File: src/rtl/ram_arbiter.sv
// Two-port (fetch / load-store) arbiter and sequencer for the single-port processor RAM.
// Latency: ram_en one cycle after the request is sampled in IDLE; ack and rdata three cycles after.
// Backpressure: requests are held by the requester until its ack; alternating priority on contention.
module ram_arbiter #(
    parameter int DATA_SIZE    = 32,
    parameter int ADDRESS_SIZE = 16
) (
    input  logic                    clk,
    input  logic                    reset,
    input  logic                    fetch_req,
    input  logic [ADDRESS_SIZE-1:0] fetch_addr,
    output logic                    fetch_ack,
    output logic [DATA_SIZE-1:0]    fetch_rdata,
    input  logic                    data_req,
    input  logic                    data_we,
    input  logic [ADDRESS_SIZE-1:0] data_addr,
    input  logic [DATA_SIZE-1:0]    data_wdata,
    output logic                    data_ack,
    output logic [DATA_SIZE-1:0]    data_rdata,
    output logic                    ram_en,
    output logic                    ram_we,
    output logic [ADDRESS_SIZE-1:0] ram_addr,
    output logic [DATA_SIZE-1:0]    ram_wdata,
    input  logic [DATA_SIZE-1:0]    ram_rdata,
    output logic                    busy
);

    typedef enum logic [1:0] {IDLE, ISSUE, RESP, ACK} state_t;

    localparam logic FETCH = 1'b0;
    localparam logic DATA  = 1'b1;

    state_t state, next_state;
    logic   grant;
    logic   last_grant;
    logic   is_write;
    logic   pick_data;
    logic   start;

    always_comb begin
        next_state = state;
        // The data port wins unless fetch is also asking and data was served last.
        pick_data  = data_req && (!fetch_req || last_grant == FETCH);
        start      = 1'b0;
        case (state)
            IDLE: begin
                if (fetch_req || data_req) begin
                    start      = 1'b1;
                    next_state = ISSUE;
                end
            end
            ISSUE:   next_state = RESP;
            RESP:    next_state = ACK;
            ACK:     next_state = IDLE;
            default: next_state = IDLE;
        endcase
    end

    always_ff @(posedge clk) begin
        if (reset) begin
            state       <= IDLE;
            grant       <= FETCH;
            last_grant  <= FETCH;
            is_write    <= 1'b0;
            ram_addr    <= '0;
            ram_wdata   <= '0;
            fetch_rdata <= '0;
            data_rdata  <= '0;
        end else begin
            state <= next_state;
            if (start) begin
                grant      <= pick_data;
                last_grant <= pick_data;
                is_write   <= pick_data && data_we;
                ram_addr   <= pick_data ? data_addr : fetch_addr;
                if (pick_data && data_we) begin
                    ram_wdata <= data_wdata;
                end
            end
            if (state == RESP && !is_write) begin
                if (grant == DATA) begin
                    data_rdata <= ram_rdata;
                end else begin
                    fetch_rdata <= ram_rdata;
                end
            end
        end
    end

    assign ram_en    = (state == ISSUE);
    assign ram_we    = (state == ISSUE) && is_write;
    assign fetch_ack = (state == ACK) && (grant == FETCH);
    assign data_ack  = (state == ACK) && (grant == DATA);
    assign busy      = (state != IDLE);

endmodule

File: config.mk
export PLATFORM = sky130hd
export DESIGN_NAME = ram_arbiter
export DESIGN_NICKNAME = d
export VERILOG_FILES = /design/src/rtl/ram_arbiter.sv
export SDC_FILE = /design/constraint.sdc
export NUM_CORES = 1
export LEC_CHECK = 0
export ABC_AREA = 1
export CAP_MARGIN = 30
export CORE_MARGIN = 5
export CORE_UTILIZATION = 41
export CTS_CLUSTER_DIAMETER = 40
export DETAILED_ROUTE_END_ITERATION = 10
export PLACE_DENSITY = 0.76
export SLEW_MARGIN = 20
export SYNTH_ARGS = -nofsm -noshare
export SYNTH_HDL_FRONTEND = slang
export SYNTH_SLANG_ARGS = --single-unit
export TNS_END_PERCENT = 50
File: constraint.sdc
create_clock -name clk -period 1.61 [get_ports clk]
set_input_delay 0.2415 -clock clk [delete_from_list [all_inputs] [get_ports clk]]
set_output_delay 0.2415 -clock clk [all_outputs]
set_load 0.005 [all_outputs]
==> metrics.cfg, run 1 <==
[status]
status=finished, final reports clean

[sta]
hold_slack_ns=0.424
finalHoldViolations=0
fin_ws_ns=0.0885
period_needed_ns=1.52
worst-slew-pin-transition_ns=0.363
rsz0062_at_grt=no
finalCritPeriodShare_pct=94.5
final.setup_skew_ns=0.00551
setup_viol_count_final=0
fmax_ghz=0.657
slew_headroom_pct=75.8
slew_violations=0

[logic_synthesis]
synthesis.nets=766
ys_warn_count=0
synth.avg_cell_area_um2=7.12
synth_top_cell_area_share_pct=49.4
syn_area_mm2=0.00470
synth_area_leader_cell=dfxtp_1
ys_seq_elements=116
seq_area_frac_synth_pct=49.4
synthTopCellsByArea=dfxtp_1 49%, nand2_1 11%, nor2_1 9.3%, a21oi_1 7.1%, inv_1 7.0%
netlist_instances=661
ys_types=19

[power_and_ir_drop]
p_per_area_mw_per_mm2=1450
leakagePower_uw=0.00321
ir_drop_mv=0.823

[global_route]
grt_pass1_wl_um=22800
use_met1_pct=24.2
grt_pass1_vias=4784
grt_max_degree=65
track_usage_pct=21.0
use_met3_pct=6.58
met2_usage_pct=35.8
top_usage_layer=met2
globalRouteOverflowTotal=0
antenna_found_initial=0

[cts]
clkTransAtPathRegs_ns=0.05
cts_sinks=116
clk_path_buf_depth=2
clock-root-buffer=clkbuf_16
clkLatencyLatePin_ns=0.40
cts_inserted_buffers=17
cts_tree=built
htreeDepth=4
cts-hold-fix-buffers=0

[route]
viasPerCell=4.75
vias=4868
dr.pass1.iters=4
route.detailed.drc=0
routed_wl_um=14400
postRouteAntennaNets=0
drt_iter0_markers=232
wl_per_cell_um=14.0

[critical_path]
worst-path-buf-inv=1
setup.worst_path.start_class=register
cpMaxStageDelayCell=clkdlybuf4s50_1
required_ns=1.37
path_class=register to primary output
crit_start=fetch_rdata[4]
cp_max_fo=2
arrival_ns=1.28
rr_worst_depth=7
reg2reg_slack_ns=0.15
cpPeakStageDelay_ns=0.55
r2r-start=state[0]
crit_chain=clkdlybuf4s50_1
r2r_end=ram_wdata[31]
endpoint_kind=primary output
crit_family=buffers and inverters

[final_layout]
area_delta_synth_final_pct=63.3
drive_gt1_share_pct=6.92
multi_input_area_mm2=0.00183
n_fill_cell=953
nets=975
diodes=0
seq_area_mm2=0.00232

[place]
gp_congestion=0.778
numPortBuffers=217
pre_cts_ws_ns=0.00384
dp_hpwl_um=10300

[die]
core_mm2=0.0113
io_pins=218
fp.dieH_um=117
die-area_mm2=0.0137
start_util_pct=41.5
die_w_um=117
core.rowCount=39

[min_path]
worstHoldEndpoint=ram_wdata[25]
min_from=data_wdata[25]
holdPathStages=3
hold_class=input port to register

[job]
maxCapViolations=0

==> layer usage <==
layer | vias to the layer above | routed length, um
met2 | 154 | 7100
met3 | 28 | 1110
met4 | 0 | 340
met1 | 2208 | 5820
met5 | - | 0
li1 | 2478 | -
==> sequential cells by signal, summed over array words and instances, names as in the netlist <==
register     flops
data_rdata      32
fetch_rdata     32
ram_wdata       32
ram_addr        16
state            2
is_write         1
last_grant       1
==> per-stage QoR <==
step | total power (uW) | cells | setup TNS, ns | util, % | cell area, um2
detailed placement | 7170 | 993 | 0 | 62.2 | 7050
finish | 11100 | 1025 | 0 | 67.9 | 7680
global placement | 7060 | 993 | 0 | 62.2 | 7050
global route | 11800 | 1025 | 0 | 67.9 | 7680
floorplan | 5320 | 661 | 0 | - | 4700
CTS | 11300 | 1025 | -0.00180 | 67.9 | 7690
==> report_power, final <==
| group | internal [uW] | switching [uW] |
|---|---|---|
| registers | 3420 | 290 |
| clock network | 2740 | 1270 |
| logic | 1780 | 1610 |
| total | 7940 | 3170 |
==> final cells by class <==
type,instances,share of cell area [%]
Inverter,91,4.45
Tap cell,143,2.33
Sequential cell,116,30.3
Clock inverter,9,1.95
Clock buffer,22,6.30
Timing Repair Buffer,234,30.9
Multi-Input combinational cell,410,23.8
==> timing repair <==
action,in CTS,in global routing
setup buffers,1,0
gates resized for setup,11,6
cloned,0,0
setup endpoints to repair,5,5
==> layout by cell type, fill, tap and decap left out, drive strengths merged <==
| master | instances |
|---|---|
| buf | 17 |
| clkinv | 3 |
| inv | 91 |
| ha | 4 |
| clkinvlp | 2 |
| clkdlybuf4s15 | 1 |
| nor2 | 117 |
| o21ai | 49 |
| clkbuf | 25 |
| a21oi | 67 |
| dfxtp | 116 |
| bufinv | 4 |
| dlygate4sd2 | 1 |
| nand3 | 4 |
| nand2 | 136 |
| clkdlybuf4s50 | 212 |
| nand4 | 33 |
==> worst max-delay path by stage <==
| stage | to | cells past startpoint |
|---|---|---|
| floorplan | data_rdata[23] | 7 |
| global placement | busy | 4 |
| detailed placement | ram_wdata[28] | 5 |
| CTS | busy | 4 |
| global route | data_ack | 4 |
| finish | fetch_rdata[4] | 1 |
==> cell usage after synthesis, drive strengths merged <==
| cell | instances |
|---|---|
| buf | 23 |
| nor2 | 117 |
| nand4 | 33 |
| inv | 90 |
| nand2 | 136 |
| nand3 | 4 |
| a21oi | 67 |
| o21ai | 49 |
| clkbuf | 21 |
| ha | 4 |
| clkinv | 1 |
| dfxtp | 116 |
==> cells by family after synthesis <==
| group | synth area share [%] |
|---|---|
| compound gates | 12.3 |
| fa+ha+maj | 1.06 |
| buf+inv | 11.8 |
| flops | 49.4 |
| simple gates | 25.4 |
Note: power is estimated with default switching activity, not from simulation.
==> inputs of run 2 (changes only) <==
- SLEW_MARGIN: 20 -> not set
==> results of run 2 <==
No change in the layout: final DEF, timing and power equal those of run 1.
